===== config.mk =====
export PLATFORM = sky130hd
export DESIGN_NAME = instr_mem_arbiter
export DESIGN_NICKNAME = d
export VERILOG_FILES = /design/src/rtl/instr_mem_pkg.sv /design/src/rtl/rr_arb2.sv /design/src/rtl/instr_mem_arbiter.sv
export SDC_FILE = /design/constraint.sdc
export NUM_CORES = 1
export LEC_CHECK = 0
export ABC_AREA = 1
export BUFFER_PORTS_ARGS = -buffer_cell sky130_fd_sc_hd__buf_2
export CAP_MARGIN = 20
export CORE_AREA = 2 2 101 103
export CTS_CLUSTER_SIZE = 25
export DETAILED_ROUTE_END_ITERATION = 10
export DIE_AREA = 0 0 103 105
export GPL_TIMING_DRIVEN = 0
export PLACE_DENSITY_LB_ADDON = 0.2
export SLEW_MARGIN = 20
export SYNTH_ARGS = -nofsm -noshare
export SYNTH_HDL_FRONTEND = slang
export SYNTH_SLANG_ARGS = --single-unit

===== constraint.sdc =====
create_clock -name clk -period 1.7 [get_ports clk]
set_clock_uncertainty 0.15 [all_clocks]
set_input_delay 0.255 -clock clk [delete_from_list [all_inputs] [get_ports clk]]
set_output_delay 0.255 -clock clk [all_outputs]
set_load 0.01 [all_outputs]

===== src/rtl/instr_mem_pkg.sv =====
// rtl/instr_mem_pkg.sv - shared types and constants for the instruction memory arbiter
package instr_mem_pkg;

    typedef enum logic {
        PORT_AXI  = 1'b0,
        PORT_CORE = 1'b1
    } port_e;

    localparam int WORD_LSB = 2;

endpackage


===== src/rtl/rr_arb2.sv =====
// rtl/rr_arb2.sv - two-input round-robin arbiter remembering the last winner
module rr_arb2
    import instr_mem_pkg::*;
(
    input  logic       clk,
    input  logic       rst_n,
    input  logic [1:0] req_i,
    input  logic       adv_i,
    output logic [1:0] gnt_o
);

    port_e last_q;

    // On conflict the port that did not win last time is granted; a lone requester wins outright
    always_comb begin
        gnt_o = 2'b00;
        if (req_i == 2'b11) begin
            gnt_o = (last_q == PORT_CORE) ? 2'b01 : 2'b10;
        end else begin
            gnt_o = req_i;
        end
    end

    // Winner history only moves on cycles that actually issue a grant
    always_ff @(posedge clk or negedge rst_n) begin
        if (!rst_n) begin
            last_q <= PORT_CORE;
        end else if (adv_i) begin
            last_q <= gnt_o[1] ? PORT_CORE : PORT_AXI;
        end
    end

endmodule


===== src/rtl/instr_mem_arbiter.sv =====
// rtl/instr_mem_arbiter.sv - merges AXI and core fetch ports onto one RAM/ROM access port
module instr_mem_arbiter
    import instr_mem_pkg::*;
#(
    parameter int ADDR_WIDTH = 16,
    parameter int DATA_WIDTH = 32
) (
    input  logic                    clk,
    input  logic                    rst_n,
    input  logic                    axi_req_i,
    input  logic                    axi_we_i,
    input  logic [DATA_WIDTH/8-1:0] axi_be_i,
    input  logic [31:0]             axi_addr_i,
    input  logic [DATA_WIDTH-1:0]   axi_wdata_i,
    output logic                    axi_gnt_o,
    output logic                    axi_rvalid_o,
    output logic [DATA_WIDTH-1:0]   axi_rdata_o,
    input  logic                    core_req_i,
    input  logic [31:0]             core_addr_i,
    output logic                    core_gnt_o,
    output logic                    core_rvalid_o,
    output logic [DATA_WIDTH-1:0]   core_rdata_o,
    output logic                    ram_en_o,
    output logic [ADDR_WIDTH-1:0]   ram_addr_o,
    output logic                    ram_we_o,
    output logic [DATA_WIDTH/8-1:0] ram_be_o,
    output logic [DATA_WIDTH-1:0]   ram_wdata_o,
    input  logic [DATA_WIDTH-1:0]   ram_rdata_i
);

    logic [1:0] req;
    logic [1:0] gnt;
    logic       any_gnt;
    logic       rvalid_q;
    port_e      owner_q;

    // Byte-offset and above-window address bits never reach the RAM
    logic unused_addr_bits;
    assign unused_addr_bits = ^{axi_addr_i[31:ADDR_WIDTH+2], axi_addr_i[WORD_LSB-1:0],
                                core_addr_i[31:ADDR_WIDTH+2], core_addr_i[WORD_LSB-1:0]};

    assign req     = {core_req_i, axi_req_i};
    assign any_gnt = |gnt;

    rr_arb2 u_arb (
        .clk   (clk),
        .rst_n (rst_n),
        .req_i (req),
        .adv_i (any_gnt),
        .gnt_o (gnt)
    );

    assign axi_gnt_o  = gnt[0];
    assign core_gnt_o = gnt[1];

    // Request mux: winner's access goes out, fetches are full-word reads, idle drives zeros
    always_comb begin
        ram_en_o    = any_gnt;
        ram_addr_o  = '0;
        ram_we_o    = 1'b0;
        ram_be_o    = '0;
        ram_wdata_o = '0;
        if (gnt[0]) begin
            ram_addr_o  = axi_addr_i[ADDR_WIDTH+1:WORD_LSB];
            ram_we_o    = axi_we_i;
            ram_be_o    = axi_be_i;
            ram_wdata_o = axi_wdata_i;
        end else if (gnt[1]) begin
            ram_addr_o  = core_addr_i[ADDR_WIDTH+1:WORD_LSB];
            ram_be_o    = '1;
        end
    end

    // Remember who was granted so the RAM's one-cycle-late data goes back to that port
    always_ff @(posedge clk or negedge rst_n) begin
        if (!rst_n) begin
            rvalid_q <= 1'b0;
            owner_q  <= PORT_CORE;
        end else begin
            rvalid_q <= any_gnt;
            if (any_gnt) begin
                owner_q <= gnt[1] ? PORT_CORE : PORT_AXI;
            end
        end
    end

    assign axi_rvalid_o  = rvalid_q && (owner_q == PORT_AXI);
    assign core_rvalid_o = rvalid_q && (owner_q == PORT_CORE);
    assign axi_rdata_o   = axi_rvalid_o  ? ram_rdata_i : '0;
    assign core_rdata_o  = core_rvalid_o ? ram_rdata_i : '0;

endmodule

After elaboration in Yosys (flattened, before gate mapping)
Cells that the tools add are included.

word-level totals
  flip-flop bits (word level) = 2
  latch bits = 0
  memory bits (writable) = 0
  bits in read-only memories = 0
  output and inout bits = 122
  memories kept = 0

operators by class
  add/subtract/negate cells = 0
  multipliers = 0
  divide/modulo/power cells = 0
  $lt $le $gt $ge = 0
  eq/ne operators = 1
  shift-type cells = 0
  multiplexer cells = 11
  bitwise operators = 1
  reduce and logical (&&, ||, !) cells = 3

operators by type and width
  operator                               count
  2-to-1 mux 32 bit                      3
  2-to-1 mux 16 bit                      2
  2-to-1 mux 4 bit                       2
  2-to-1 mux 2 bit                       2
  == test 2 bit (second input constant)  1
  logical AND 1 bit                      2
  2-to-1 mux 1 bit                       2
  OR reduction 2 bit                     1
  NOT 1 bit                              1

Logic depth before layout (Yosys ltp)
  depth after elaboration = 4
  gate-level depth with buffers = 5
  gate-level depth less buffers = 4

Modules after synthesis
A second synthesis with hierarchy kept.

second synthesis, totals
  cells, all modules = 254
  area total of the unflattened synthesis = 1,107.3 µm²

by module, submodules not included
  module             instances  cells each  area an instance (µm²)  sequential area each (µm²)
  instr_mem_arbiter  1          245         1,043.5                 51.3
  rr_arb2            1          9           63.8                    26.3

Least setup slack after synthesis
Ideal clock, no wire load.

  path kind = register to output
  from = register u_arb.last_q
  to = output port ram_wdata_o[23]
  arrival time = 1.058 ns
  required time = 1.295 ns
  slack = 0.237 ns
  cell stages (with the launch flop) = 6
  buffers on the path = 1
  cells stage by stage = dfstp_2 inv_2 nand2_4 nand2_4 buf_6 nor2_1

on the way
  cells in the longest elaborated chain, start to end = 3

ends and longest elaborated chain
  item                    RTL line                 text
  start, declared         rr_arb2.sv:12            port_e last_q;
  start signal, assigned  rr_arb2.sv:29            last_q <= gnt_o[1] ? PORT_CORE : PORT_AXI;
  2-to-1 mux 2 bit        rr_arb2.sv:18            gnt_o = (last_q == PORT_CORE) ? 2'b01 : 2'b10;
  2-to-1 mux 2 bit        rr_arb2.sv:17            if (req_i == 2'b11) begin
  2-to-1 mux 32 bit       instr_mem_arbiter.sv:63  if (gnt[0]) begin
  end, declared           instr_mem_arbiter.sv:27  output logic [DATA_WIDTH-1:0] ram_wdata_o,

No other way between the ends.

Final worst setup path
  from = register u_arb.last_q
  to = output port ram_wdata_o[18]

Same word-level chain as after synthesis.

==> impl_table.tex <==
\begin{tabular}{lr}
\hline
Metric & Value \\
\hline
\multicolumn{2}{l}{\textbf{Clocking}} \\
\quad Worst-skew pair later-pin latency & 210 ps \\
\quad Num Clock Sinks & 2 \\
\quad Clock transition time at the flip-flop clock pins of the worst setup and hold paths & 30 ps \\
\quad Number of buffers added by the clock tree synthesis step & 3 \\
\quad Clock tree root driver cell & sky130\_fd\_sc\_hd\_\_clkbuf\_8 \\
\quad H-tree depth reported by CTS & 1 \\
\quad CTS tree & built \\
\quad Number of buffers on the longest clock path & 2 \\
\multicolumn{2}{l}{\textbf{Timing}} \\
\quad Unrepaired setup endpoints after global routing & true \\
\quad Number of slew-limit violations in the final report & 0 \\
\quad Worst slew margin relative to its limit & 0.837 \\
\quad Final worst slack & -115 ps \\
\quad Final hold vios & 0 \\
\quad Share of the clock period used by the worst path & 1.07 \\
\quad Worst slack on hold paths & 225 ps \\
\quad Transition time at the pin with the least slew margin & 244 ps \\
\quad Maximum achievable frequency & 551 MHz \\
\quad Crit path time final & 1820 ps \\
\quad \# setup viols final & 114 \\
\multicolumn{2}{l}{\textbf{Power and ir drop}} \\
\quad Total power divided by cell area & 461 nW/um2 \\
\quad Internal Power & 0.000693 W \\
\quad Comb power frac & 0.797 \\
\quad Power share of the sequential group & 0.050 \\
\quad Part of the total power dissipated in the clock network & 0.153 \\
\quad Leakage & 1.99 nW \\
\quad Net load switching power & 0.000610 W \\
\quad Switching share of total power & 0.468 \\
\quad Maximum vdd drop & 0.133 mV \\
\quad Overall power consumption & 0.00130 W \\
\multicolumn{2}{l}{\textbf{Place}} \\
\quad Place WS & -13.9 ps \\
\quad Total of buffers placed on input and output ports & 224 \\
\quad Cell count after placement & 606 \\
\quad Hpwl dp & 5.17 mm \\
\quad Global placer's final weighted congestion & 0.708 \\
\multicolumn{2}{l}{\textbf{Critical path}} \\
\quad CP max-delay cell & sky130\_fd\_sc\_hd\_\_dfstp\_2 \\
\quad Type of the setup path with the least slack & flop to output port \\
\quad Data arrival at the endpoint of the critical path & 1410 ps \\
\quad Highest fanout seen on the critical path & 6 \\
\quad Kind of end point of the critical path & output port \\
\quad CP required & 1290 ps \\
\quad Type of origin of the critical path & flop \\
\quad Most common cell type on the critical path & sky130\_fd\_sc\_hd\_\_nand2\_8 \\
\quad Peak per-stage delay on the critical path & 560 ps \\
\quad Critical path cell sequence & inv\_4 -> nand2\_8 -> nand2\_8 -> clkbuf\_16 -> nor2\_1 -> buf\_2 \\
\multicolumn{2}{l}{\textbf{Yosys}} \\
\quad Library cell occupying the most area in the post-synthesis netlist & sky130\_fd\_sc\_hd\_\_nor2\_1 \\
\quad Net count after synthesis & 386 \\
\quad Syn. warnings & 0 \\
\quad Flip-flop and latch count after synthesis & 2 \\
\quad Count of mapped cells out of synthesis & 249 \\
\quad Sequential element share of the synthesized area & 0.0476 \\
\quad Post-Synthesis Mean Instance Area & 4.33 um2 \\
\quad Post-synthesis instance area & 1080 um2 \\
\quad Top area cells in the synthesized netlist & sky130\_fd\_sc\_hd\_\_nor2\_1, sky130\_fd\_sc\_hd\_\_inv\_1, sky130\_fd\_sc\_hd\_\_nand3\_1, sky130\_fd\_sc\_hd\_\_nand2\_1, sky130\_fd\_sc\_hd\_\_buf\_2 \\
\quad Yosys cell types & 13 \\
\quad Fraction of synthesized cell area taken by the top area cell type & 0.338 \\
\multicolumn{2}{l}{\textbf{Route}} \\
\quad 1st-iter DRT viols & 58 \\
\quad Vias post-DR & 2317 \\
\quad Vias per cell & 3.74 \\
\quad Post-DRT Antenna Nets & 0 \\
\quad Remaining DRCs & 0 \\
\quad Average routed wire per standard cell & 10.5 um \\
\quad Wirelength, routed & 6.49 mm \\
\quad Number of iterations in the first detailed-routing pass & 4 \\
\multicolumn{2}{l}{\textbf{Global routing}} \\
\quad Overall overflow remaining after global route & 0 \\
\quad Vias in the first global route & 1956 \\
\quad Largest net degree at the start of global routing & 11 \\
\quad GR Util All Layers & 0.0945 \\
\quad Initial antenna violation count & 0 \\
\quad Wire length of the first global-routing pass & 8.27 mm \\
\multicolumn{2}{l}{\textbf{Final layout}} \\
\quad Share of the core filled with cells & 0.293 \\
\quad Final nets & 625 \\
\quad Growth of design area from synthesis to finish & 162\% \\
\quad FILL cells & 1114 \\
\quad Area used by sequential logic in the layout & 51.3 um2 \\
\quad Diodes inserted & 0 \\
\quad Number of non-filler instances in the completed layout & 620 \\
\quad Area of the multi-input gates & 822 um2 \\
\quad Proportion of layout cells with a drive suffix above 1 & 0.587 \\
\multicolumn{2}{l}{\textbf{Status}} \\
\quad Outcome & finished with violations \\
\quad Violated checks & setup timing \\
\multicolumn{2}{l}{\textbf{Die}} \\
\quad I/O Pins & 259 \\
\quad Die Footprint & 10800 um2 \\
\quad Area of the core region & 9640 um2 \\
\quad Overall die height & 105 um \\
\quad Number of rows created at floorplan & 36 \\
\quad Width of the die & 103 um \\
\quad Initial Util & 0.112 \\
\multicolumn{2}{l}{\textbf{Hold path}} \\
\quad Class of the most critical hold timing path & primary input to async pin \\
\multicolumn{2}{l}{\textbf{Flow run}} \\
\quad Number of violations of the max-capacitance limit & 0 \\
\hline
\end{tabular}
[per-stage QoR]
stage          TNS [ps]  instance area, um2
5_1_grt          -14700                2830
6_report          -6080                2830
3_5_place_dp      -22.5                2370
2_1_floorplan         0                1080
4_1_cts           -6810                2510
3_3_place_gp      -33.5                2370
[repair_timing]
item | in CTS | in global routing
hold buffers | 1 | 0
setup endpoints to repair | 110 | 116
setup buffers | 2 | 2
gates cloned | 1 | 4
hold endpoints to repair | 2 | 0
pin swaps | 0 | 2
resized for setup | 19 | 60
[placed cells by master, fill, tap and decap left out, drive strengths merged]
master / n
nand2: 32
nor2: 97
dfrtp: 1
dfstp: 1
clkbuf: 6
buf: 246
dlygate4sd3: 1
inv: 70
nand3: 32
o21ai: 1
[registers in the layout, summed over array words and instances, names as in the netlist]
register,cells
u_arb.last_q,1
rvalid_q,1
[critical path, delay by kind of cell, from the launching register on]
family / cells / cell delay [ps]
flip-flops: 1 / 560
AND/OR/NAND/NOR: 3 / 270
buffers and inverters: 3 / 370
[path summary, 6_finish.rpt]
path | slack, ps | cells past startpoint | startpoint | end
hold / removal | 230 | 2 | rst_n | rvalid_q
setup reg to reg | 430 | 5 | u_arb.last_q | rvalid_q
max in group asynchronous | 980 | 2 | rst_n | u_arb.last_q
min in group clk | 270 | 2 | axi_req_i | u_arb.last_q
setup / recovery | -120 | 6 | u_arb.last_q | ram_wdata_o[18]
hold reg to reg | 410 | 2 | u_arb.last_q | u_arb.last_q
[cell families after synthesis]
| group | share of synthesized area |
|---|---|
| compound gates | 0.00464 |
| flops | 0.0476 |
| buf+inv | 0.338 |
| simple gates | 0.610 |
[routing by layer]
metal | routed length (um) | vias to the layer above | track usage
li1 | - | 1174 | -
met1 | 2170 | 1004 | 0.0827
met2 | 3670 | 137 | 0.210
met3 | 614 | 2 | 0.0100
met4 | 35 | 0 | 0.0244
met5 | 0 | - | 0
[area by class of cell]
type / count / share of cell area
Tap cell: 133 / 0.0589
Clock buffer: 4 / 0.0159
Inverter: 70 / 0.0939
Sequential cell: 2 / 0.0182
Multi-Input combinational cell: 162 / 0.291
Timing Repair Buffer: 233 / 0.465
Buffer: 16 / 0.0567
[power groups by stage]
stage	Combinational (W)	Sequential, W	Clock [W]
2_1_floorplan	0.000440	0.0000614	0
3_3_place_gp	0.000859	0.0000625	0
3_5_place_dp	0.000860	0.0000628	0
4_1_cts	0.000913	0.0000640	0.000208
5_1_grt	0.00114	0.0000662	0.000214
6_report	0.00104	0.0000652	0.000200
[synthesized netlist by cell type, drive strengths merged]
| library cell | count |
|---|---|
| buf | 16 |
| dfrtp | 1 |
| dfstp | 1 |
| inv | 70 |
| nand2 | 31 |
| nand3 | 32 |
| nor2 | 97 |
| o21ai | 1 |
No activity file was read; power rests on OpenSTA's default activity.
